**config.mk**
```make
export PLATFORM = sky130hd
export DESIGN_NAME = prbs_4ask_upsampler
export DESIGN_NICKNAME = d
export VERILOG_FILES = /design/src/rtl/prbs_4ask_upsampler.sv
export SDC_FILE = /design/constraint.sdc
export NUM_CORES = 1
export LEC_CHECK = 0
export ABC_CLOCK_PERIOD_IN_PS = 1800
export CAP_MARGIN = 20
export CORE_UTILIZATION = 37
export CTS_BUF_LIST = sky130_fd_sc_hd__clkbuf_16
export CTS_CLUSTER_SIZE = 30
export DETAILED_ROUTE_END_ITERATION = 12
export GPL_TIMING_DRIVEN = 0
export PLACE_DENSITY = 0.71
export SYNTH_ARGS = -nofsm -noshare
export SYNTH_HDL_FRONTEND = slang
export SYNTH_SLANG_ARGS = --single-unit
```
**constraint.sdc**
```tcl
create_clock -name sys_clk -period 1.8 [get_ports sys_clk]
set_input_delay 0.36 -clock sys_clk [delete_from_list [all_inputs] [get_ports sys_clk]]
set_output_delay 0.36 -clock sys_clk [all_outputs]
set_load 0.02 [all_outputs]
```
**src/rtl/prbs_4ask_upsampler.sv**
```systemverilog
// PRBS-driven 4-ASK symbol source with sys_clk/4 sample and sys_clk/16 symbol strobes.
// Zero-stuff or sample-and-hold 4x upsampling onto x_out for the time-shared filter.
module prbs_4ask_upsampler #(
  parameter int unsigned               WIDTH = 18,
  parameter logic [14:0]               SEED  = 15'h0001,
  parameter logic signed [WIDTH-1:0]   LVL_A = 18'sd32768,
  parameter bit                        HOLD  = 1'b0
) (
  input  logic                    sys_clk,
  input  logic                    reset,
  input  logic                    run,
  output logic                    sam_clk_en,
  output logic                    sym_clk_en,
  output logic signed [WIDTH-1:0] x_out,
  output logic [1:0]              sym_out
);

  localparam int unsigned CNT_W  = 4;
  localparam int unsigned LFSR_W = 15;
  localparam int unsigned WIDE_W = WIDTH + 2;

  // Levels are formed two bits wider so 3*LVL_A is exact before narrowing.
  localparam logic signed [WIDE_W-1:0] LVL_A_W  = WIDE_W'(LVL_A);
  localparam logic signed [WIDE_W-1:0] LVL_3A_W = LVL_A_W + LVL_A_W + LVL_A_W;

  logic [CNT_W-1:0]        cnt_q,  cnt_d;
  logic [LFSR_W-1:0]       lfsr_q, lfsr_d;
  logic signed [WIDTH-1:0] x_q,    x_d;
  logic [1:0]              sym_q,  sym_d;

  function automatic logic [LFSR_W-1:0] lfsr_step(input logic [LFSR_W-1:0] s);
    return {s[13:0], s[14] ^ s[13]};
  endfunction

  function automatic logic signed [WIDTH-1:0] gray_map(input logic [1:0] s);
    logic signed [WIDE_W-1:0] lvl;
    case (s)
      2'b00:   lvl = -LVL_3A_W;
      2'b01:   lvl = -LVL_A_W;
      2'b11:   lvl = LVL_A_W;
      default: lvl = LVL_3A_W;
    endcase
    return WIDTH'(lvl);
  endfunction

  // Strobes decode straight from the registered counter so they align with cnt.
  assign sam_clk_en = run & (cnt_q[1:0] == 2'b11);
  assign sym_clk_en = run & (cnt_q == 4'hF);

  always_comb begin
    cnt_d  = cnt_q;
    lfsr_d = lfsr_q;
    x_d    = x_q;
    sym_d  = sym_q;
    if (run) begin
      cnt_d = cnt_q + 4'd1;
    end
    if (sym_clk_en) begin
      lfsr_d = lfsr_step(lfsr_step(lfsr_q));
      sym_d  = lfsr_d[1:0];
      x_d    = gray_map(lfsr_d[1:0]);
    end else if (sam_clk_en && !HOLD) begin
      x_d = '0;
    end
  end

  always_ff @(posedge sys_clk or posedge reset) begin
    if (reset) begin
      cnt_q  <= '0;
      lfsr_q <= SEED;
      x_q    <= '0;
      sym_q  <= 2'b00;
    end else begin
      cnt_q  <= cnt_d;
      lfsr_q <= lfsr_d;
      x_q    <= x_d;
      sym_q  <= sym_d;
    end
  end

  assign x_out   = x_q;
  assign sym_out = sym_q;

endmodule

```
# --- Word level (Yosys, flattened, before mapping) ---
# Index checks and enable logic that the tools add are counted.
totals:
  regBits: 39
  elab_cells: 18
op_classes:
  add_sub_neg: 1
  eq_ne: 4
  muxes: 3
  n_bitwise: 4
  n_reduce_logical: 2
ops:
  columns: ["operator", "count"]
  rows:
  - ["$pmux 18 s3", 1]
  - ["$mux 18", 2]
  - ["$add 4x1->4 const B", 1]
  - ["$eq 2x2->1 const B", 2]
  - ["$eq 4x4->1 const B", 1]
  - ["$and 1x1->1", 2]
  - ["$eq 2x1->1 const B", 1]
  - ["$logic_not 2->1", 1]
  - ["$reduce_bool 2->1", 1]
  - ["$xor 1x1->1", 2]

# --- Logic depth before layout (Yosys ltp) ---
logic_depth:
  ltp_word: 4
  mapped_depth: 4
  mapped_depth_nobuf: 3

# --- Worst setup path before layout ---
# Ideal clock, no wire load.
synth_path:
  path_type: "reg2out"
  from: "reg cnt_q[0]"
  to: "out sym_clk_en"
  t_arrival_ps: 963
  required_ps: 1440
  path_slack_ps: 477
  path_stages_with_launch: 5
  path_buffers: 1
  path_cell_list: "dfrtp_1 ha_1 nand4_2 buf_6 inv_1"
synth_between:
  elab_chain_len: 2
synth_lines:
  columns: ["item", "line", "rtl"]
  rows:
  - ["start, declared", "26", "logic [CNT_W-1:0] cnt_q, cnt_d;"]
  - ["start signal, assigned", "74", "cnt_q <= cnt_d;"]
  - ["$eq 4x4->1", "48", "assign sym_clk_en = run & (cnt_q == 4'hF);"]
  - ["$and 1x1->1", "48", null]
  - ["end, declared", "13", "output logic sym_clk_en,"]
# No other way between the ends.

# --- Final worst setup path ---
layout_path:
  from: "reg cnt_q[0]"
  to: "out sam_clk_en"
layout_between:
  elab_chain_len: 2
layout_lines:
  columns: ["item", "line", "rtl"]
  rows:
  - ["$eq 2x2->1", "47", "assign sam_clk_en = run & (cnt_q[1:0] == 2'b11);"]
  - ["$and 1x1->1", "47", null]
  - ["end, declared", "12", "output logic sam_clk_en,"]
# No other way between the ends.

==> flow_summary.json <==
{
  "drt_iter0_markers": 5,
  "cp_max_fo": 5,
  "viasPerCell": 4.34,
  "synth.area.top_cells": "dfrtp_1 50%, mux2_4 19%, buf_4 11%, xnor2_1 3.2%, dfstp_2 2.4%",
  "syn2layout_area_growth_pct": 24.3,
  "power_density_mw_per_mm2": 1240,
  "cts_tree": "done",
  "r2r-start": "cnt_q[0]",
  "start_kind": "register",
  "max_stage_delay_ns": 0.38,
  "grt_pass1_vias": 567,
  "wl_um": 1500,
  "finClkSkew_ns": 0.00226,
  "cp_top_family": "buffers and inverters",
  "slew_headroom_pct": 41.9,
  "portBuffers": 9,
  "p_int_mw": 1.22,
  "ir_worst_vdd_mv": 0.883,
  "num_vias": 590,
  "fp.dieW_um": 56.5,
  "end_kind": "output port",
  "layout-drive-gt1-share_pct": 41.9,
  "dr.pass1.iters": 4,
  "period_share_pct": 94.0,
  "rsz0062_at_grt": "false",
  "synth_area_mm2": 0.00110,
  "hold_violations": 0,
  "r2r-end": "lfsr_q[8]",
  "switchingPower_mw": 0.471,
  "outcome": "completed",
  "rr_worst_depth": 5,
  "clk_path_buf_depth": 2,
  "ff2ff_setup_slack_ns": 0.34,
  "die_y_um": 56.5,
  "holdBufCountCts": 0,
  "start_util_pct": 39.5,
  "worstPathCellList": "ha_2 -> nand2_2 -> inv_1 -> dlygate4sd2_1",
  "top_layer": "met4",
  "wl_per_cell_um": 11.1,
  "drt_drc_violations_left": 0,
  "grt_util_all_layers_pct": 10.7,
  "syn_inst": 77,
  "yosysWarnings": 0,
  "wl_met2_um": 657,
  "avgSynthCellArea_um2": 14.3,
  "finalMaxSlewViolations": 0,
  "critPathLaunch": "cnt_q[0]",
  "combPwrFrac_pct": 27.8,
  "path_clk_slew_ns": 0.06,
  "ant_nets": 0,
  "critPathBufInv": 2,
  "synth.distinct_cells": 17,
  "final_nets": 110,
  "worstSetupPathType": "register to output port",
  "crit_path_top_delay_cell": "dfrtp_1",
  "wl_met3_um": 81,
  "root_buffer": "clkbuf_16",
  "synth_seq_cells": 23,
  "fp-row-count": 19,
  "grt_pass1_wl_um": 2570,
  "worstPathRequired_ns": 1.44,
  "cts.htree.levels": 1,
  "finalSetupViolCount": 0,
  "dieArea_mm2": 0.00319,
  "yosysTopAreaCellShare_pct": 50.1,
  "cts_inserted_buffers": 3,
  "synth_top_cell_by_area": "dfrtp_1",
  "antenna_found_initial": 0,
  "leakagePower_nw": 0.767,
  "grt_max_degree": 24,
  "maxCapViolCount": 0,
  "diodes": 0,
  "fin_crit_ns": 1.69,
  "worstMarginPinSlew_ns": 0.871,
  "hpwl_um": 1020,
  "cts_sinks": 23,
  "coreArea_mm2": 0.00278,
  "setup-tns-final_ns": 0,
  "place_congestion": 0.675,
  "clockPowerShare_pct": 27.8,
  "p_seq_share_pct": 44.5,
  "io_pins": 25,
  "grt_overflow": 0,
  "arrival_ns": 1.33,
  "insertion_delay_ns": 0.25,
  "worst_hold_path_type": "register to register",
  "ys_seq_area_share_pct": 52.5,
  "m1WireLength_um": 727,
  "fmax_mhz": 591,
  "cp.depth": 4,
  "power.total_mw": 1.69,
  "crit_end": "sam_clk_en",
  "swShare_pct": 27.9
}
==> power by group through the flow <==
stage	combinational, mW	clock, mW	sequential, mW
2_1_floorplan	0.303	0	0.780
3_3_place_gp	0.456	0	0.749
3_5_place_dp	0.470	0	0.755
4_1_cts	0.474	0.480	0.750
5_1_grt	0.509	0.502	0.764
6_report	0.469	0.468	0.750
==> timing repair <==
action                     in CTS  in global routing
gates resized for setup         6                  2
pin swaps                       0                  1
setup buffers                   1                  0
cloned                          0                  0
setup endpoints to repair       2                  1
==> cell families after synthesis <==
logic type / Yosys count / share of synthesized area, %
multiplexers: 17 / 22.0
AO/OA/AOI/OAI: 3 / 2.51
XOR/XNOR: 6 / 4.78
AND/OR/NAND/NOR: 3 / 2.05
adder cells (fa/ha/maj): 1 / 1.14
flip-flops: 23 / 52.5
buffers and inverters: 23 / 14.7
other: 1 / 0.341
==> worst register-to-register path, stage by stage, from the launching register on <==
cell and delay [ns]:
dfrtp_1 0.38, ha_2 0.21, nand4_2 0.12, buf_6 0.15
buf_4 0.17, mux2_4 0.30
==> flip-flops by register name (all words and copies together), names as in the netlist <==
| register | cells |
|---|---|
| cnt_q | 4 |
| sym_out | 1 |
| lfsr_q | 15 |
| x_out | 3 |
==> how the worst min path moves through the flow <==
stage	startpoint	endpoint	slack (ns)	depth (start not counted)
after floorplan	reset	cnt_q[0]	0.36	1
after global placement	lfsr_q[0]	lfsr_q[0]	0.46	2
after detailed placement	lfsr_q[0]	lfsr_q[0]	0.47	2
after CTS	lfsr_q[0]	lfsr_q[0]	0.48	2
after global routing	lfsr_q[0]	lfsr_q[0]	0.51	2
final	lfsr_q[0]	lfsr_q[0]	0.47	2
==> final cells by class <==
class                      instances  area [um^2]
multi-input combinational         45          418
buffer                            18          143
clock inverter                     1         5.00
tap                               31         38.8
timing repair buffer              10         90.1
inverter                           5         18.8
fill                             243         1420
clock buffer                       3         75.1
sequential                        23          577
==> stage by stage <==
| step | hold WS [ns] | utilization [%] | instance area [um^2] | cells | setup WS, ns |
|---|---|---|---|---|---|
| 5_1_grt | 0.509 | 49.1 | 1370 | 136 | 0.0508 |
| 3_3_place_gp | 0.459 | 46.0 | 1280 | 131 | -0.461 |
| 4_1_cts | 0.478 | 49.2 | 1370 | 136 | 0.0150 |
| 6_report | 0.472 | 49.1 | 1370 | 136 | 0.108 |
| 2_1_floorplan | 0.361 | - | 1150 | 91 | 0.477 |
| 3_5_place_dp | 0.469 | 46.0 | 1280 | 131 | -0.463 |
==> cell usage in the layout (no fill, tap or decap), drive strengths merged <==
| cell type | synthesis | final |
|---|---|---|
| a21bo | 1 | 1 |
| xor2 | 2 | 2 |
| o2bb2ai | 2 | 2 |
| nand4 | 2 | 2 |
| mux2i | 2 | 2 |
| dlygate4sd2 | 0 | 2 |
| dfstp | 1 | 1 |
| conb | 1 | 15 |
| clkinv | 0 | 1 |
| buf | 18 | 20 |
| ha | 1 | 1 |
| mux2 | 15 | 15 |
| inv | 5 | 5 |
| clkbuf | 0 | 3 |
| nand2 | 1 | 1 |
| clkdlybuf4s50 | 0 | 6 |
| dfrtp | 22 | 22 |
| xnor2 | 4 | 4 |
==> per-layer routing <==
metal / vias up / track usage (%)
met4: 0 / 6.27
met1: 290 / 13.9
met2: 20 / 15.6
li1: 275 / -
met5: - / 0
met3: 5 / 3.46
==> cells in the mapped netlist <==
library cell and instances:
a21bo_2 1, buf_4 16, buf_6 2, conb_1 1
dfrtp_1 22, dfstp_2 1, ha_1 1, inv_1 5
mux2_2 1, mux2_4 14, mux2i_1 2, nand2_1 1
nand4_1 1, nand4_2 1, o2bb2ai_1 2, xnor2_1 4
xor2_1 2
No activity file was read; power rests on OpenSTA's default activity.
